$ cat src/rtl/seg_pipe_adder.sv
// Pipelined segmented ripple-carry adder/subtractor: one SEG_WIDTH slice resolved per stage.
// Optional feature macro SEG_ADD_OVF_EN adds the registered signed-overflow output ovf_out.
module seg_pipe_adder #(
  parameter int WIDTH     = 16,
  parameter int SEG_WIDTH = 4
) (
  input  logic             clk_in,
  input  logic             rst_n_in,
  input  logic             valid_in,
  output logic             ready_in,
  input  logic [WIDTH-1:0] a_in,
  input  logic [WIDTH-1:0] b_in,
  input  logic             carry_in,
  input  logic             sub_in,
  output logic             valid_out,
  input  logic             ready_out,
  output logic [WIDTH-1:0] sum_out,
  output logic             carry_out
`ifdef SEG_ADD_OVF_EN
  ,
  output logic             ovf_out
`endif
);
  localparam int NUM_SEG = WIDTH / SEG_WIDTH;

  logic               w_adv;
  logic [WIDTH-1:0]   w_a     [NUM_SEG];
  logic [WIDTH-1:0]   w_b     [NUM_SEG];
  logic [WIDTH-1:0]   w_s     [NUM_SEG];
  logic [WIDTH-1:0]   w_snext [NUM_SEG];
  logic               w_c     [NUM_SEG];
  logic               w_v     [NUM_SEG];
  logic [SEG_WIDTH:0] w_seg   [NUM_SEG];

  logic [WIDTH-1:0]   r_a [NUM_SEG];
  logic [WIDTH-1:0]   r_b [NUM_SEG];
  logic [WIDTH-1:0]   r_s [NUM_SEG];
  logic               r_c [NUM_SEG];
  logic [NUM_SEG-1:0] r_v;

  // The whole pipe moves in lockstep; a stalled output freezes every stage.
  assign w_adv    = ready_out | ~valid_out;
  assign ready_in = w_adv;

  // Stage k sees the full operand words; only slice k is consumed there, upper
  // slices ride along as skew, and the partial sum accumulates as de-skew.
  always_comb begin
    for (int unsigned k = 0; k < NUM_SEG; k++) begin
      if (k == 0) begin
        w_a[k] = a_in;
        w_b[k] = sub_in ? ~b_in : b_in;
        w_c[k] = sub_in | carry_in;
        w_s[k] = '0;
        w_v[k] = valid_in;
      end else begin
        w_a[k] = r_a[k-1];
        w_b[k] = r_b[k-1];
        w_c[k] = r_c[k-1];
        w_s[k] = r_s[k-1];
        w_v[k] = r_v[k-1];
      end
      w_seg[k] = {1'b0, w_a[k][k*SEG_WIDTH +: SEG_WIDTH]}
               + {1'b0, w_b[k][k*SEG_WIDTH +: SEG_WIDTH]}
               + {{SEG_WIDTH{1'b0}}, w_c[k]};
      w_snext[k] = w_s[k];
      w_snext[k][k*SEG_WIDTH +: SEG_WIDTH] = w_seg[k][SEG_WIDTH-1:0];
    end
  end

  always_ff @(posedge clk_in or negedge rst_n_in) begin
    if (!rst_n_in) begin
      for (int unsigned k = 0; k < NUM_SEG; k++) begin
        r_a[k] <= '0;
        r_b[k] <= '0;
        r_s[k] <= '0;
        r_c[k] <= 1'b0;
      end
      r_v <= '0;
    end else if (w_adv) begin
      for (int unsigned k = 0; k < NUM_SEG; k++) begin
        r_a[k] <= w_a[k];
        r_b[k] <= w_b[k];
        r_s[k] <= w_snext[k];
        r_c[k] <= w_seg[k][SEG_WIDTH];
        r_v[k] <= w_v[k];
      end
    end
  end

  assign valid_out = r_v[NUM_SEG-1];
  assign sum_out   = r_s[NUM_SEG-1];
  assign carry_out = r_c[NUM_SEG-1];

`ifdef SEG_ADD_OVF_EN
  logic w_ovf;
  logic r_ovf;

  // Signs of A and B' are taken at the top stage, alongside the MSB slice of the sum.
  assign w_ovf = (w_a[NUM_SEG-1][WIDTH-1] == w_b[NUM_SEG-1][WIDTH-1])
               & (w_seg[NUM_SEG-1][SEG_WIDTH-1] != w_a[NUM_SEG-1][WIDTH-1]);

  always_ff @(posedge clk_in or negedge rst_n_in) begin
    if (!rst_n_in) begin
      r_ovf <= 1'b0;
    end else if (w_adv) begin
      r_ovf <= w_ovf;
    end
  end

  assign ovf_out = r_ovf;
`endif

endmodule
$ cat config.mk
export PLATFORM = sky130hd
export DESIGN_NAME = seg_pipe_adder
export DESIGN_NICKNAME = d
export VERILOG_FILES = /design/src/rtl/seg_pipe_adder.sv
export SDC_FILE = /design/constraint.sdc
export NUM_CORES = 1
export LEC_CHECK = 0
export ABC_AREA = 1
export CORE_AREA = 3 3 90 92
export CTS_BUF_LIST = sky130_fd_sc_hd__clkbuf_16
export DETAILED_ROUTE_END_ITERATION = 7
export DIE_AREA = 0 0 93 95
export DONT_BUFFER_PORTS = 1
export PLACE_DENSITY_LB_ADDON = 0.15
export SYNTH_ARGS = -nofsm -noshare
export SYNTH_HDL_FRONTEND = slang
export SYNTH_SLANG_ARGS = --single-unit
$ cat constraint.sdc
create_clock -name clk_in -period 2.3 [get_ports clk_in]
set_input_delay 0.345 -clock clk_in [delete_from_list [all_inputs] [get_ports clk_in]]
set_output_delay 0.345 -clock clk_in [all_outputs]
set_load 0.005 [all_outputs]
==> results.py, run 1 <==
metrics = {
    "outcome": {
        "outcome": "complete, but fails checks",
        "violations": "hold timing",
    },
    "setup_path": {
        "endpoint": "carry_out",
        "cpMostUsedCell": "fa_1",
        "cp-end-kind": "register",
        "critPathLaunch": "r_a[28]",
        "worstPathRequired_ns": 2.52,
        "arrival_ns": 1.96,
        "rr_worst_depth": 6,
        "r2r_setup_slack_ns": 0.57,
        "reg2reg_to": "carry_out",
        "cp_slowest_stage_delay_ns": 0.47,
        "worstPathCellList": "fa_1 -> fa_1 -> nand2_1 -> inv_1 -> o21ai_0 -> a21oi_1",
        "crit_type": "register to register",
        "slowest_stage": "fa_1",
        "cp_max_fo": 2,
        "cp-start-kind": "register",
        "reg2reg_from": "r_a[28]",
    },
    "cts": {
        "post_cts_buffers": 0,
        "clock_path_buffers": 2,
        "clk_pin_slew_ns": 0.07,
        "htreeDepth": 3,
        "cts_resized": 0,
        "cts_root_buffer": "clkbuf_16",
        "clock_sinks": 96,
        "clkLatencyLatePin_ns": 0.34,
        "cts_tree": "yes",
        "cts-buffers-inserted": 9,
    },
    "timing": {
        "whs_ns": -0.303,
        "period_needed_ns": 1.73,
        "tightest_slew_ns": 0.299,
        "grt_setup_unrepaired": "no",
        "slew_violations": 0,
        "min_period_over_period_pct": 75.4,
        "finalSetupTns_ns": 0,
        "max_clock_freq_ghz": 0.577,
        "slew_headroom_pct": 80.1,
        "finClkSkew_ns": 0.00896,
        "setup_viol": 0,
        "final_hold_viol_count": 96,
    },
    "drt": {
        "ant_nets": 0,
        "vias": 2835,
        "drt_iter0_markers": 130,
        "drc": 0,
        "routed_wl_um": 7350,
        "drtPass1Iterations": 4,
        "via_per_inst": 5.05,
        "wl_per_cell_um": 13.1,
    },
    "global_route": {
        "grt_overflow": 0,
        "grt_antenna_before_repair": 0,
        "grt_pass1_wl_um": 12600,
        "track_usage_pct": 18.3,
        "grt_pass1_vias": 2883,
        "grt_max_degree": 97,
    },
    "final_layout": {
        "drive_gt1_share_pct": 5.19,
        "n_fill_cell": 647,
        "area_growth_pct": 4.48,
        "final_cell_mix": "nand2_1, dfrtp_1, inv_1, o21ai_0, o21ai_1",
        "mostFrequentLayoutCell": "nand2_1",
        "final_nets": 515,
        "n_antenna_cell": 0,
    },
    "yosys": {
        "ys_seq_area_share_pct": 54.5,
        "yosysWarnings": 0,
        "syn_area_sq_um": 4410,
        "yosysTopAreaCellShare_pct": 54.5,
        "synth_area_leaders": "dfrtp_1, nand2_1, buf_4",
        "ys_types": 21,
        "yosys_register_bits": 96,
        "avgSynthCellArea_sq_um": 9.15,
        "syn_inst": 482,
        "yosys.area.top_type": "dfrtp_1",
        "syn_nets": 540,
        "synth_edf_count": 0,
        "async_reset_ff_share_pct": 100,
        "synth-main-ff-cell": "dfrtp_1",
    },
    "placement": {
        "dp_hpwl_um": 4670,
        "port_buffers": 0,
        "place_congestion": 0.723,
    },
    "floorplan": {
        "die-area_sq_um": 8840,
        "core-area_sq_um": 7290,
        "io_pins": 57,
        "die_y_um": 95,
        "start_util_pct": 60.5,
        "die_width_um": 93,
        "num_rows": 31,
    },
    "power_and_ir_drop": {
        "internal-power_mw": 4.04,
        "irDropWorstVdd_v": 0.000578,
        "finalPower_mw": 6.25,
        "p_seq_share_pct": 45.9,
        "powerDensity_nw_per_um2": 1360,
        "switching_share_pct": 35.4,
        "p_comb_share_pct": 30.4,
        "p_switching_mw": 2.21,
        "leakagePower_nw": 2.31,
        "clock_power_share_pct": 23.7,
    },
    "job": {
        "drv_cap": 0,
    },
    "worst_hold_path": {
        "hold_class": "input port to async pin",
    },
}
cell type report:
cell class              instances  area, sq um  area share [%]
multi-input cells             310         1600            34.7
inverters                      37          139            3.01
flip-flops and latches         96         2400            52.1
well taps                      99          124            2.69
clock inverters                 7         72.6            1.57
repair buffers                  3         47.5            1.03
clock buffers                   9          225            4.89
worst min path at each step:
stage,from,endpoint,slack [ns],depth (start not counted)
final,rst_n_in,sum_out[5],-0.30,0
after CTS,rst_n_in,r_s[34],-0.31,0
after global placement,rst_n_in,sum_out[7],0.05,0
after global routing,rst_n_in,sum_out[5],-0.32,0
after detailed placement,rst_n_in,sum_out[7],0.05,0
after floorplan,rst_n_in,carry_out,0.05,0
state kept, by name (all words and copies together) (netlist names):
name / flops
r_v: 4
sum_out: 16
r_s: 24
r_c: 3
r_b: 24
r_a: 24
carry_out: 1
critical path, delay by kind of cell, from the launching register on:
family          cells  cell delay, ns
fa+ha+maj           2            0.87
flops               1            0.40
compound gates      2            0.23
simple gates        1            0.08
buf+inv             1            0.05
kinds of logic after synthesis:
family                   Yosys count  share of synthesized area [%]
AO/OA/AOI/OAI                     63                           7.29
buffers and inverters             76                           9.42
flip-flops                        96                           54.5
XOR/XNOR                          16                           3.18
AND/OR/NAND/NOR                  211                           18.6
adder cells (fa/ha/maj)           20                           7.04
routing by layer:
metal / up-vias / GRT usage, % / wire length (um)
met5: - / 0 / 0
met4: 0 / 6.59 / 54
met3: 4 / 3.98 / 324
met2: 59 / 31.1 / 3540
met1: 1344 / 23.1 / 3440
li1: 1428 / - / -
cells in the mapped netlist, types with 2 or more instances:
cell and instances:
nand2_1 180, dfrtp_1 96, inv_1 36, o21ai_0 35, buf_4 24, o21ai_1 20, nor2_1 14, ha_1 12
xnor2_1 12, nand3_1 11, buf_2 8, fa_1 8, a21oi_1 5, or2_2 5, buf_6 4, xor2_1 4
clkbuf_1 3, o31ai_1 2
stage by stage:
stage | instances | util [%] | area (sq um) | hold WS, ns | worst slack (ns)
2_1_floorplan | 482 | - | 4410 | 0.0494 | 0.120
3_3_place_gp | 545 | 59.1 | 4310 | 0.0519 | 0.431
3_5_place_dp | 545 | 59.1 | 4310 | 0.0514 | 0.337
4_1_cts | 561 | 63.2 | 4610 | -0.314 | 0.558
5_1_grt | 561 | 63.2 | 4610 | -0.323 | 0.513
6_report | 561 | 63.2 | 4610 | -0.303 | 0.566
power groups by stage:
| stage | clock (mW) | sequential (mW) | combinational, mW |
|---|---|---|---|
| 5_1_grt | 1.59 | 2.97 | 2.27 |
| 3_5_place_dp | 0 | 2.91 | 1.89 |
| 3_3_place_gp | 0 | 2.89 | 1.83 |
| 4_1_cts | 1.51 | 2.88 | 1.92 |
| 6_report | 1.48 | 2.87 | 1.90 |
| 2_1_floorplan | 0 | 2.76 | 1.81 |
Note: power is estimated with default switching activity, not from simulation.
==> run 2: changes to the inputs <==
==> constraint.sdc (replaced) <==
create_clock -name clk_in -period 1.6 [get_ports clk_in]
set_input_delay 0.24 -clock clk_in [delete_from_list [all_inputs] [get_ports clk_in]]
set_output_delay 0.24 -clock clk_in [all_outputs]
set_load 0.005 [all_outputs]
==> results.py, run 2 (synthesis results as in run 1) <==
metrics = {
    "outcome": {
        "outcome": "complete, but fails checks",
        "violations": "hold timing",
    },
    "floorplan": {
        "core-area_sq_um": 7290,
        "die_y_um": 95,
        "num_rows": 31,
        "io_pins": 57,
        "die-area_sq_um": 8840,
        "start_util_pct": 60.5,
        "die_width_um": 93,
    },
    "global_route": {
        "grt_overflow": 0,
        "grt_antenna_before_repair": 0,
        "grt_pass1_wl_um": 12900,
        "track_usage_pct": 18.4,
        "grt_pass1_vias": 2925,
        "grt_max_degree": 97,
    },
    "final_layout": {
        "n_antenna_cell": 0,
        "n_fill_cell": 639,
        "multi_input_area_sq_um": 1640,
        "area_growth_pct": 7.15,
        "largestRegisters": "r_a: 24 flops, r_b: 24 flops, r_s: 24 flops",
        "regArea_sq_um": 2400,
        "fin_area_sq_um": 4730,
        "final_cell_mix": "nand2_1, dfrtp_1, inv_1, o21ai_0, o21ai_1",
        "drive_gt1_share_pct": 10.6,
        "mostFrequentLayoutCell": "nand2_1",
        "final_nets": 524,
        "fin_util_pct": 64.8,
    },
    "timing": {
        "worst_slack_ns": 0.0366,
        "max_clock_freq_ghz": 0.640,
        "slew_headroom_pct": 81.8,
        "slew_violations": 0,
        "whs_ns": -0.401,
        "grt_setup_unrepaired": "yes",
        "finalSetupTns_ns": 0,
        "tightest_slew_ns": 0.271,
        "final_hold_viol_count": 96,
        "setup_viol": 0,
        "finClkSkew_ns": 0.00560,
        "min_period_over_period_pct": 97.7,
        "period_needed_ns": 1.56,
    },
    "setup_path": {
        "arrival_ns": 1.78,
        "cpMostUsedCell": "fa_2",
        "worstPathCellList": "fa_2 -> fa_2 -> nand2_1 -> inv_2 -> o21ai_2 -> a21oi_1",
        "cp_max_fo": 2,
        "crit_family": "adder cells",
        "r2r_setup_slack_ns": 0.04,
        "rr_worst_depth": 6,
        "path_buf_inv": 1,
        "slowest_stage": "fa_2",
        "cp_slowest_stage_delay_ns": 0.41,
        "cp-end-kind": "register",
        "reg2reg_from": "r_a[28]",
        "crit_type": "register to register",
        "cp-start-kind": "register",
        "reg2reg_to": "carry_out",
        "worstPathRequired_ns": 1.82,
    },
    "power_and_ir_drop": {
        "internal-power_mw": 6.03,
        "switching_share_pct": 34.9,
        "p_switching_mw": 3.23,
        "finalPower_mw": 9.26,
        "leakagePower_nw": 2.35,
        "p_seq_share_pct": 44.7,
        "irDropWorstVdd_v": 0.000853,
        "powerDensity_nw_per_um2": 1960,
        "clock_power_share_pct": 22.1,
        "p_comb_share_pct": 33.2,
    },
    "job": {
        "drv_cap": 0,
    },
    "drt": {
        "drt_iter0_markers": 159,
        "via_per_inst": 5.07,
        "wl_per_cell_um": 12.8,
        "drc": 0,
        "drtPass1Iterations": 4,
        "ant_nets": 0,
        "vias": 2889,
        "routed_wl_um": 7320,
    },
    "cts": {
        "clock_sinks": 96,
        "clkLatencyLatePin_ns": 0.33,
        "cts-buffers-inserted": 9,
        "htreeDepth": 3,
        "clock_path_buffers": 2,
        "cts_root_buffer": "clkbuf_16",
        "cts_tree": "yes",
        "clk_pin_slew_ns": 0.06,
    },
    "worst_hold_path": {
        "hold_class": "input port to async pin",
    },
    "placement": {
        "place_ws_ns": -0.134,
        "port_buffers": 0,
        "dpl_cell_area_sq_um": 4360,
        "place_congestion": 0.773,
        "dp_hpwl_um": 4860,
    },
}
==> run 2: final cells by class <==
type / instances / share of cell area (%)
flip-flops and latches: 96 / 50.8
inverters: 37 / 2.94
repair buffers: 12 / 2.70
well taps: 99 / 2.62
multi-input cells: 310 / 34.8
clock inverters: 7 / 1.35
clock buffers: 9 / 4.77
==> run 2: power groups by stage <==
stage	Sequential (mW)	Clock (mW)	Combinational (mW)
after floorplan	3.97	0	2.62
after global placement	4.16	0	2.69
after detailed placement	4.18	0	2.83
after CTS	4.15	2.10	2.97
after global routing	4.28	2.20	3.63
final	4.14	2.05	3.08
==> run 2: worst max path at each step <==
stage                  start           to  slack, ns  depth (start not counted)
floorplan             sub_in       r_c[3]      -0.31                          9
global route         r_a[28]    carry_out      -0.02                          6
finish               r_a[28]    carry_out       0.04                          6
CTS                   r_c[1]  sum_out[14]    -0.0009                          5
detailed placement  carry_in       r_c[3]      -0.13                          7
global placement    carry_in       r_c[3]      -0.09                          7
==> run 2: layer usage <==
layer	wire length, um	global-route usage [%]
met1	3450	23.9
met2	3470	30.8
met3	326	3.43
met4	82	7.33
met5	0	0
==> run 2: through the flow <==
stage,hold WS [ns],instances
floorplan,-0.0556,482
global placement,-0.0533,548
detailed placement,-0.0534,548
CTS,-0.411,568
global route,-0.418,570
finish,-0.401,570
==> run 2: timing repair <==
item / CTS / global route
gates cloned: 0 / 0
hold endpoints to repair: 96 / 96
setup buffers: 4 / 2
setup endpoints to repair: 7 / 7
pin swaps: 3 / 7
gates resized for setup: 8 / 10
